**src/rtl/data_mem_port.sv**
```systemverilog
// rtl/data_mem_port.sv - MEM-stage data-memory responder: CPU load/store strobes to a req/ack bus with pipeline stall.
module data_mem_port #(
    parameter int AW      = 14,
    parameter int TIMEOUT = 64
) (
    input  logic          clk,
    input  logic          reset,
    input  logic          mem_rd,
    input  logic          mem_wr,
    input  logic [31:0]   addr,
    input  logic [31:0]   wdata,
    output logic [31:0]   rdata,
    output logic          stall,
    output logic          bus_err,
    output logic          bus_req,
    output logic          bus_we,
    output logic [AW-1:0] bus_addr,
    output logic [31:0]   bus_wdata,
    input  logic          bus_ack,
    input  logic [31:0]   bus_rdata
);

    // A zero-width counter is illegal, so TIMEOUT=0 still keeps one bit.
    localparam int CW = (TIMEOUT > 0) ? $clog2(TIMEOUT + 1) : 1;
    localparam logic [CW-1:0] CNT_LAST = CW'((TIMEOUT > 0) ? TIMEOUT - 1 : 0);
    localparam logic [CW-1:0] CNT_MAX  = '1;

    typedef enum logic [1:0] {IDLE, BUSY, DONE} state_t;

    state_t        state;
    state_t        state_next;
    logic [CW-1:0] cnt;
    logic          start;
    logic          timeout_hit;
    logic          unused_addr_bits;

    assign unused_addr_bits = ^{addr[31:AW+2], addr[1:0]};
    assign start            = mem_rd | mem_wr;
    assign timeout_hit      = (TIMEOUT != 0) && (cnt == CNT_LAST);

    always_ff @(posedge clk) begin
        if (reset) begin
            state <= IDLE;
        end else begin
            state <= state_next;
        end
    end

    always_comb begin
        state_next = state;
        stall      = 1'b0;
        case (state)
            IDLE: begin
                stall = start;
                if (start) begin
                    state_next = BUSY;
                end
            end
            BUSY: begin
                stall = 1'b1;
                if (bus_ack || timeout_hit) begin
                    state_next = DONE;
                end
            end
            DONE:    state_next = IDLE;
            default: state_next = IDLE;
        endcase
        // The pipeline must not be frozen while the block is being reset.
        if (reset) begin
            stall = 1'b0;
        end
    end

    always_ff @(posedge clk) begin
        if (reset) begin
            bus_req   <= 1'b0;
            bus_we    <= 1'b0;
            bus_addr  <= '0;
            bus_wdata <= '0;
            rdata     <= '0;
            bus_err   <= 1'b0;
            cnt       <= '0;
        end else begin
            case (state)
                IDLE: begin
                    if (start) begin
                        bus_we    <= mem_wr;
                        bus_addr  <= addr[AW+1:2];
                        bus_wdata <= wdata;
                        bus_req   <= 1'b1;
                        cnt       <= '0;
                    end
                end
                BUSY: begin
                    if (bus_ack) begin
                        if (!bus_we) begin
                            rdata <= bus_rdata;
                        end
                        bus_req <= 1'b0;
                    end else if (timeout_hit) begin
                        if (!bus_we) begin
                            rdata <= 32'hDEAD_BEEF;
                        end
                        bus_req <= 1'b0;
                        bus_err <= 1'b1;
                    end else if (cnt != CNT_MAX) begin
                        cnt <= cnt + 1'b1;
                    end
                end
                default: ;
            endcase
        end
    end

endmodule

```
**config.mk**
```make
export PLATFORM = sky130hd
export DESIGN_NAME = data_mem_port
export DESIGN_NICKNAME = d
export VERILOG_FILES = /design/src/rtl/data_mem_port.sv
export SDC_FILE = /design/constraint.sdc
export NUM_CORES = 1
export LEC_CHECK = 0
export CORE_MARGIN = 4
export CORE_UTILIZATION = 40
export CTS_BUF_LIST = sky130_fd_sc_hd__clkbuf_4
export CTS_CLUSTER_DIAMETER = 200
export DETAILED_ROUTE_END_ITERATION = 12
export PLACE_DENSITY = 0.87
export SETUP_SLACK_MARGIN = 0.15
export SYNTH_ARGS = -nofsm -noshare
export SYNTH_HDL_FRONTEND = slang
export SYNTH_SLANG_ARGS = --single-unit
```
**constraint.sdc**
```tcl
create_clock -name clk -period 1.8 [get_ports clk]
set_input_delay 0.54 -clock clk [delete_from_list [all_inputs] [get_ports clk]]
set_output_delay 0.54 -clock clk [all_outputs]
set_load 0.01 [all_outputs]
```
* Word-level counts from Yosys, hierarchy flattened *
Cells that the tools add are included.

word-level totals
  bits in registers = 90
  bits of input ports = 101
  output and inout bits = 82

operators by class
  add/subtract/negate cells = 1
  eq/ne operators = 11
  mux-type cells = 18
  bitwise operators = 2
  reduce and logical (&&, ||, !) cells = 10

operators by type and width
  cell                                            count
  two-way mux 32 bit                              4
  two-way mux 7 bit                               4
  inequality test 2 bit (second input constant)   7
  case mux 7 bit (2 select lines)                 1
  adder 7 x 1 -> 7 bit (second input constant)    1
  == test 7 x 6 -> 1 bit (second input constant)  1
  inequality test 7 bit (second input constant)   1
  AND reduction 3 bit                             2
  AND reduction 5 bit                             1
  two-way mux 1 bit                               4
  two-way mux 2 bit                               2
  case mux 1 bit (2 select lines)                 2
  case mux 2 bit (2 select lines)                 1
  AND reduction 2 bit                             2
  AND reduction 4 bit                             1
  nonzero test 2 bit                              2
  inequality test 3 bit (second input constant)   1
  == test 2 x 1 -> 1 bit (second input constant)  1
  logical NOT 2 bit                               1
  logical OR 1 bit                                1
  inverter 1 bit                                  1
  bitwise OR 1 bit                                1

* Logic depth before layout (Yosys ltp) *
  depth after elaboration = 5
  gate-level depth with buffers = 7
  mapped depth without buffers = 5

* Worst setup path before layout *
No wires, ideal clock.

  path type = input -> output
  start point = in reset
  end point = out stall
  arrival time = 1.197 ns
  path slack = 0.063 ns
  stages = 3
  cell sequence = clkbuf_1 clkbuf_1 nor3_1

between the ends
  word-level cells in the longest chain between the ends = 1

RTL lines
  what               RTL line  source
  from (decl)        7         input logic reset,
  two-way mux 1 bit  69        if (reset) begin
  to (decl)          13        output logic stall,

No other way between the ends.

* Worst setup path in the final report *
  start point = in mem_wr
  end point = out stall

between the ends
  word-level cells in the longest chain between the ends = 3

RTL lines
  what                             RTL line  source
  from (decl)                      9         input logic mem_wr,
  bitwise OR 1 bit                 38        assign start = mem_rd | mem_wr;
  case mux 1 bit (2 select lines)  52        case (state)
  two-way mux 1 bit                69

No other way between the ends.

==> metrics.md <==
| Metric | Value |
|---|---|
| Status | `complete, no violations` |
| Root Buffer | `clkbuf_4` |
| Post-detailed-route count of antenna-violating nets | `0` |
| Yosys warnings | `0` |
| WP buf/inv | `2` |
| Slowest stage delay, CP | `0.25 ns` |
| Synth Cell Area | `0.00338 sq mm` |
| Async SR Flop Fraction | `0%` |
| Hold slack | `0.463 ns` |
| CP top delay family | `simple AND/OR/NAND/NOR gates` |
| Setup CP Type | `primary input to output port` |
| Design area | `0.00547 sq mm` |
| Hold WC Path Type | `flop to flop` |
| Total Routing Usage GR | `20.1%` |
| Synthesized instance count | `414` |
| Sequential share of the synthesized area | `53.4%` |
| Critical path launch point type | `primary input` |
| Final WL | `10.2 mm` |
| Clk buf depth | `2` |
| Worst skew pair latency | `0.44 ns` |
| EDFF count, synth | `0` |
| First-pass GRT wire length | `16.2 mm` |
| Leakage | `2.25 nW` |
| Top FF cell, synth | `dfxtp_1` |
| Worst-margin pin slew | `0.673 ns` |
| WHS Endpoint | `bus_wdata[8]` |
| Placed Area | `0.00523 sq mm` |
| Filler instances | `667` |
| Comb pwr share | `21.9%` |
| # Max-Cap Violations | `0` |
| Required time of the critical path | `1.26 ns` |
| Count of cell types in the netlist | `42` |
| Syn_nets | `516` |
| Worst Reg-to-Reg Cells | `7` |
| Avg Cell Area, Syn | `8.16 sq um` |
| Worst min-delay path startpoint | `bus_wdata[8]` |
| Post-layout util | `66.5%` |
| Full die area | `0.00998 sq mm` |
| Commonest non-fill, non-tap cell in the layout | `nand2_1` |
| Die height | `99.9 microns` |
| GPL Wtd Cong | `0.845` |
| Total power | `4.31 mW` |
| Power Density | `789 mW/mm^2` |
| Clock Sinks | `90` |
| Vias per std cell | `4.97` |
| Sw Pwr | `1.24 mW` |
| WHS Path Cells | `2` |
| CTS Buf Count | `9` |
| Die Wd | `99.9 microns` |
| Clk pwr share | `27.0%` |
| Total core area | `0.00822 sq mm` |
| Reg-to-reg setup timing slack | `0.26 ns` |
| Iter 0 DRT Violations | `92` |
| Worst Skew | `0.0270 ns` |
| Port Buffers | `164` |
| CTS clk-pin slew, worst paths | `0.13 ns` |
| Initial Util | `41.1%` |
| Largest net degree at the start of global routing | `67` |
| Sequential share of power | `51.2%` |
| # rows | `33` |
| Antenna violations before repair | `0` |
| Layout Area Growth over Synthesis | `61.8%` |
| Period utilization | `94.5%` |
| Dpl hpwl | `7.41 mm` |
| Worst slack at placement | `-0.672 ns` |
| Commonest non-fill, non-tap cells in the layout | `nand2_1, a21oi_1, clkdlybuf4s50_1, dfxtp_1, clkdlybuf4s15_1` |
| Sw Ratio | `28.8%` |
| Pre-antenna DRT Iters | `4` |
| Antenna cell count | `0` |
| Reg2reg end | `rdata[4]` |
| Crit path arrival time | `1.16 ns` |
| CP max-delay cell | `or2_4` |
| Share of post-route cells with drive strength above 1 | `15.5%` |
| Yosys reg bits | `90` |
| RSZ-0062 raised after global routing | `true` |
| Htree depth | `3` |
| Crit Path Max Fanout | `2` |
| TritonCTS clock tree | `built` |
| Int Pwr | `3.07 mW` |
| Worst setup EP type | `output port` |
| Final Hold Fails | `0` |
| RR Startpoint | `cnt[0]` |
| Cell taking the most area after synthesis | `dfxtp_1` |
| Worst setup margin | `0.0994 ns` |
| Residual DRC | `0` |
| Hold-fix buffers at CTS | `0` |
| FMAX | `588 MHz` |
| Setup-failing EPs final | `0` |
| Post-synth top area share | `53.4%` |
| Via count | `3507` |
| Routed wire per std cell | `14.4 microns` |
| Critical-path cell list | `buf_6, or2_4, nor2_4, nor3_2, buf_2` |
| Nets | `697` |
| Crit path time final | `1.70 ns` |
| Total grt overflow | `0` |
| Rel. slew slack | `55.1%` |
| Max Transition Viols Final | `0` |
| Ports | `183` |
| Vias in the first global route | `3426` |
| Dominant cells by area after synthesis | `dfxtp_1, a21oi_1, nand2_1` |
| VDD IR max | `0.421 mV` |
[cells in the mapped netlist, types with 2 or more instances]
library cell	count
a21oi_1	83
and2_1	2
and3_1	2
buf_2	8
buf_6	4
clkbuf_1	14
dfxtp_1	90
nand2_1	105
nor2_1	31
nor3_1	30
o211ai_1	5
o21ai_1	8
or2_1	2
or4_1	2
[metrics by stage]
stage	setup TNS, ns	instances
2_1_floorplan	0	414
3_3_place_gp	-12.12	680
3_5_place_dp	-15.51	680
4_1_cts	0	698
5_1_grt	0	705
6_report	0	705
[worst register-to-register path, delay by kind of cell (launching register included)]
kind / cells / cell delay [ns]
flops: 1 / 0.38
fa+ha+maj: 1 / 0.16
simple gates: 1 / 0.08
buf+inv: 2 / 0.28
compound gates: 3 / 0.50
[state kept, by name, summed over array words and instances, names as in the netlist]
name,flops
state,2
bus_err,1
bus_req,1
bus_we,1
rdata,32
cnt,7
bus_wdata,32
bus_addr,14
[final cells by class]
cell class	instances	area, sq um	share of cell area [%]
inverters	1	3.75	0.0687
multi-input cells	296	1490	27.3
clock buffers	9	67.6	1.24
repair buffers	197	1870	34.2
clock inverters	7	80.1	1.47
flip-flops and latches	90	1820	33.4
well taps	105	131	2.40
[kinds of logic (layout without fill, tap and decap cells)]
group / Yosys count / count (layout) / share of synthesized area, %
buffers and inverters: 29 / 214 / 4.52
and+or+nand+nor: 186 / 186 / 24.0
DFF: 90 / 90 / 53.4
AOI/OAI and AO/OA: 107 / 108 / 17.5
adders and majority gates: 1 / 1 / 0.370
xor gates and xnor gates: 1 / 1 / 0.259
[metal layers]
| metal | vias to the layer above | track usage [%] | wire length, microns |
|---|---|---|---|
| met3 | 24 | 5.07 | 873 |
| met4 | 0 | 9.77 | 280 |
| met1 | 1565 | 24.7 | 4350 |
| met2 | 155 | 32.6 | 4670 |
| met5 | - | 0 | 0 |
| li1 | 1763 | - | - |
[how the worst max path moves through the flow]
stage                     startpoint    end  slack, ns  cells after the start
after floorplan                reset  stall       0.17                      3
after global placement        mem_wr  stall      -0.66                      5
after detailed placement      mem_wr  stall      -0.67                      5
after CTS                     mem_rd  stall       0.06                      5
after global routing          mem_wr  stall       0.08                      5
final                         mem_wr  stall        0.1                      5
[power groups by stage]
stage               Sequential (mW)  Combinational, mW  Clock, mW
floorplan                      2.31              0.358          0
global placement               2.24              0.985          0
detailed placement             2.24               1.01          0
CTS                            2.20              0.932       1.20
global route                   2.22               1.03       1.28
finish                         2.20              0.943       1.16
[repair_timing]
action | CTS | global route
buffers inserted | 1 | 7
setup endpoints to repair | 115 | 81
gates cloned | 1 | 0
pin swaps | 4 | 4
endpoints found under the hold margin | 0 | 0
resized for setup | 117 | 67
(Power assumes the default switching activity.)
==> variant 1, RTL diff (same settings) <==
Change the parameter `AW` from 14 to 15.
--- a/src/rtl/data_mem_port.sv
+++ b/src/rtl/data_mem_port.sv
@@ -1,6 +1,6 @@
 // rtl/data_mem_port.sv - MEM-stage data-memory responder: CPU load/store strobes to a req/ack bus with pipeline stall.
 module data_mem_port #(
-    parameter int AW      = 14,
+    parameter int AW      = 15,
     parameter int TIMEOUT = 64
 ) (
     input  logic          clk,
Ports: changed (resized bus_addr); port bits go from 183 to 184. The function was not compared with the original's and may differ.
==> variant 1 against the unedited design <==
The flow now finishes with violations (setup timing); final area is 0.96% lower; sequential cell count up 1; clock skew is 0.012 ns lower; count of clock-buffer cells in the layout increased by 2; total power rose by 1.9%; synthesized area is 0.37% higher; wire length is 0.20% lower; setup slack got worse by 0.25 ns; register-to-register slack worse by 0.06 ns; highest routed layer unchanged.
==> variant 1: results (changes against the unedited design) <==
Drt
  • Detail Route Antenna Nets: 0 (unchanged)
  • Post-Route WL: 10.2 mm (-0.20%)
  • Post-DR vias/cell: 5.05 (+1.5%)
  • Via count: 3513 (+0.17%)
  • DR iter-0 viols: 133 (+45%)
  • Pre-Repair DR Iteration Count: 4 (unchanged)

Placement
  • GPL Wtd Cong: 0.816 (-3.5%)
  • HPWL Detailed: 7.39 mm (-0.30%)
  • Placed Cells: 677 (-0.44%)
  • Dpl ws: -0.712 ns (-0.0401 ns)
  • Number of port buffers: 166 (+1.2%)

Clock tree
  • H-tree levels: 3 (unchanged)
  • Clk_lat worst skew: 0.41 ns (-0.03 ns)
  • CTS clk-pin slew, worst paths: 0.12 ns
  • TritonCTS buffer count: 9 (unchanged)
  • Root Driver: clkbuf_4
  • Clock buffer depth: 2 (unchanged)

STA
  • Final setup vio count: 1 (+1)
  • Worst Slack Setup Final: -0.154 ns (-0.254 ns)
  • Slew @ Worst Pin: 0.590 ns (-0.0834 ns)
  • Worst Clk Skew: 0.0147 ns (-0.0123 ns)

Power and ir drop
  • LEAKAGE: 2.28 nW (+1.4%)
  • Peak supply drop: 0.507 mV (+20%)
  • Sw Pwr: 1.15 mW (-6.9%)

Global routing
  • Vias in the first global route: 3377 (-1.4%)
  • Largest net degree at the start of global routing: 60 (-10%)
  • First-pass GRT wire length: 16.0 mm (-1.7%)
  • Total GRT Usage: 0.194 (-0.00610)
  • Initial antenna violation count: 0 (unchanged)

Worst setup path
  • Max incr delay on CP: 0.33 ns (+0.08 ns)
  • CP max FO: 3 (+1)
  • CP delay by family, top: simple AND/OR/NAND/NOR gates
  • Worst path slowest cell: or3_4
  • Crit path DAT: 1.41 ns (+0.25 ns)

Outcome
  • Outcome: complete, but fails checks
  • Failing checks: setup timing

Yosys
  • Synthesized net count: 519 (+0.58%)
  • Post-synth ARST share: 0 (unchanged)
  • Number of distinct library cells after synthesis: 35 (-17%)
  • Seq/Total Area, Yosys: 0.537 (+0.00394)
  • Prevailing post-synth register cell: dfxtp_1
  • Synth Warn #: 0 (unchanged)
  • Syn Area/Cell: 8.13 um2 (-0.35%)
  • Synth cell count leaders: 98 x nand2_1, 91 x dfxtp_1, 89 x a21oi_1
  • Synth area leaders: dfxtp_1 54%, a21oi_1 13%, nand2_1 11%

Final layout
  • Layout cell share with drive strength beyond 1: 0.110 (-0.0450)
  • Top flop regs: bus_wdata x32, rdata x32, bus_addr x15
  • NumNets Final: 688 (-1.3%)
  • N_diodes: 0 (unchanged)
  • Filler cells: 710 (+6.4%)

Worst hold path
  • Worst hold path type: reg -> reg
==> variant 1: timing repair <==
action / CTS / global route
pin swaps: 1 / 4
gates cloned: 0 / 1
resized for setup: 93 / 48
setup endpoints to repair: 119 / 67
setup buffers: 0 / 2
==> variant 1: metrics by stage <==
step / area [um2] / hold slack [ns] / TNS [ns]
after floorplan: 3400 / 0.457 / 0
after global placement: 5240 / 0.442 / -19.45
after detailed placement: 5240 / 0.445 / -22.13
after CTS: 5310 / 0.461 / -0.187
after global routing: 5410 / 0.481 / -0.221
final: 5410 / 0.459 / -0.154
==> variant 1: cell families after synthesis <==
family / after synthesis / synth area share
AOI/OAI and AO/OA: 112 / 0.185
adders and majority gates: 1 / 0.00369
buffers and inverters: 34 / 0.0458
DFF: 91 / 0.537
and+or+nand+nor: 179 / 0.228
==> variant 1: worst paths after layout <==
check / to / cells after the start / startpoint / slack, ns
setup / recovery: stall / 4 / mem_rd / -0.15
hold reg to reg: bus_wdata[23] / 2 / bus_wdata[23] / 0.46
setup reg to reg: cnt[5] / 4 / cnt[2] / 0.20
hold / removal: bus_wdata[23] / 2 / bus_wdata[23] / 0.46
==> variant 1: power by group through the flow <==
| stage | combinational, mW | clock, mW | sequential (mW) |
|---|---|---|---|
| final | 0.952 | 1.21 | 2.23 |
| after global routing | 1.04 | 1.35 | 2.25 |
| after detailed placement | 1.03 | 0 | 2.27 |
| after floorplan | 0.366 | 0 | 2.33 |
| after global placement | 1.00 | 0 | 2.27 |
| after CTS | 0.937 | 1.26 | 2.22 |
==> variant 1: worst min-delay path: stages (launching register included) <==
cell     delay [ns]
dfxtp_1        0.32
nand2_1        0.05
a21oi_1        0.05
==> variant 1: cell type report <==
cell class | count | share of cell area
Sequential cell | 91 | 0.339
Timing Repair Buffer | 189 | 0.334
Clock inverter | 5 | 0.0143
Clock buffer | 11 | 0.0153
Inverter | 3 | 0.00208
Tap cell | 105 | 0.0243
Multi-Input combinational cell | 292 | 0.270
==> variant 1: routing by layer <==
layer	vias to the layer above	track usage	routed length (um)
met2	145	0.319	4810
met1	1612	0.242	4250
met5	-	0	0
met3	12	0.0695	977
li1	1744	-	-
met4	0	0.0560	118
==> variant 2, RTL diff (config.mk and constraints unchanged) <==
Without the edit above. Encoding of `state_t`: now one-hot (3 bits for 3 states).
--- a/src/rtl/data_mem_port.sv
+++ b/src/rtl/data_mem_port.sv
@@ -25,7 +25,7 @@
     localparam logic [CW-1:0] CNT_LAST = CW'((TIMEOUT > 0) ? TIMEOUT - 1 : 0);
     localparam logic [CW-1:0] CNT_MAX  = '1;
 
-    typedef enum logic [1:0] {IDLE, BUSY, DONE} state_t;
+    typedef enum logic [2:0] {IDLE = 3'b001, BUSY = 3'b010, DONE = 3'b100} state_t;
 
     state_t        state;
     state_t        state_next;
Behaviour: no difference found for any inputs over 4 cycles, from zero or initial values and one cycle with reset high; so few cycles prove little.
==> variant 2 against the unedited design <==
The run now ends with setup timing left; clock power decreased by 6%; total power decreased by 1.3%; final area decreased by 0.41%; sequential cell count increased by 1; wire length increased by 1.2%; setup slack got worse by 0.23 ns; hold slack got worse by 0.099 ns; synthesized area decreased by 0.82%; critical path type is now reg -> out.
==> variant 2: results (changes against the unedited design) <==
Yosys
  • Seq/Total Area, Yosys: 0.544 (+0.0104)
  • Synth area leaders: dfxtp_1 54%, a21oi_1 12%, nand2_1 12%
  • Number of distinct library cells after synthesis: 31 (-26%)
  • Synth cell count leaders: 106 x nand2_1, 91 x dfxtp_1, 82 x a21oi_1
  • Post-synthesis compound-gate area fraction: 0.222 (+0.0466)
  • Synth Area in Adders: 0.00374 (+0.0000304)
  • Syn Area/Cell: 8.23 um2 (+0.89%)
  • Synth Area in XOR/XNOR: 0 (-0.00259)
  • Synthesized net count: 509 (-1.4%)

Global routing
  • Largest net degree at the start of global routing: 91 (+36%)
  • Total GRT Usage: 0.204 (+0.00343)
  • M3 GR Usage: 0.0835 (+0.0327)
  • Grt met1 use: 0.222 (-0.0251)
  • M2 GR Usage: 0.357 (+0.0306)
  • First-pass GRT wire length: 16.3 mm (+0.47%)

Final layout
  • NumNets Final: 689 (-1.1%)
  • Layout cell share with drive strength beyond 1: 0.221 (+0.0663)
  • N_diodes: 0 (unchanged)

Worst setup path
  • Worst flop-to-flop path endpoint: rdata[12]
  • Critical Path Source: state[1]
  • FF-to-FF setup slack: -0.03 ns (-0.29 ns)
  • Worst path slowest cell: dfxtp_2
  • CP delay by family, top: flip-flops
  • Max incr delay on CP: 0.35 ns (+0.10 ns)
  • Reg2reg path depth: 9 (+2)

Drt
  • Post-DR vias/cell: 5.00 (+0.51%)
  • Met2 wire len: 5.31 mm (+14%)
  • DR iter-0 viols: 111 (+21%)
  • WL per Instance: 14.8 um (+2.3%)
  • Met1 WL: 3.97 mm (-8.8%)
  • Met3 wire length: 776 um (-11%)

Placement
  • Dpl ws: -0.689 ns (-0.0173 ns)
  • HPWL Detailed: 7.19 mm (-3.0%)
  • Placed cell areas: 5240 um2 (+0.26%)
  • Placed Cells: 671 (-1.3%)
  • GPL Wtd Cong: 0.884 (+4.6%)

Power and ir drop
  • Seq pwr share: 0.522 (+0.010)
  • Net Sw Frac: 0.281 (-0.00705)
  • Peak supply drop: 0.382 mV (-9.4%)
  • LEAKAGE: 2.30 nW (+2.1%)
  • Clock power share: 0.256 (-0.014)

STA
  • Slew @ Worst Pin: 0.946 ns (+0.273 ns)
  • Hold Worst Slack: 0.365 ns (-0.0989 ns)
  • Setup TNS: -0.527 ns (-0.527 ns)
  • Final setup vio count: 21 (+21)
  • Worst Clk Skew: 0.0198 ns (-0.00719 ns)
  • Worst Slack Setup Final: -0.135 ns (-0.235 ns)

Worst hold path
  • Hold path depth: 3 (+1)
  • Hold EP: state[0]
  • Worst hold path type: in -> reg
  • Hold path startpoint: reset

Outcome
  • Outcome: complete, but fails checks
  • Failing checks: setup timing
==> variant 2: changes by cell type after synthesis, moves of 3 or more <==
cell	change
o21a_1	+26
buf_6	-4
nor3_1	-27
o211ai_1	-4
nand3_1	+3
o21ai_0	+9
o21ai_1	-6
inv_1	+28
clkbuf_1	+3
nor2_1	-24
==> variant 2: final cells by class <==
class | instances | area, um2 | share of cell area
repair buffers | 195 | 1800 | 0.331
well taps | 105 | 131 | 0.0241
inverters | 28 | 105 | 0.0193
clock buffers | 9 | 67.6 | 0.0124
multi-input cells | 262 | 1410 | 0.260
flip-flops and latches | 91 | 1850 | 0.341
clock inverters | 7 | 68.8 | 0.0126
==> variant 2: what timing repair did <==
| action | 4_1_cts | 5_1_grt |
|---|---|---|
| buffers inserted | 3 | 3 |
| resized for setup | 104 | 163 |
| endpoints found under the setup margin | 93 | 162 |
| gates cloned | 2 | 2 |
| pin swaps | 6 | 5 |
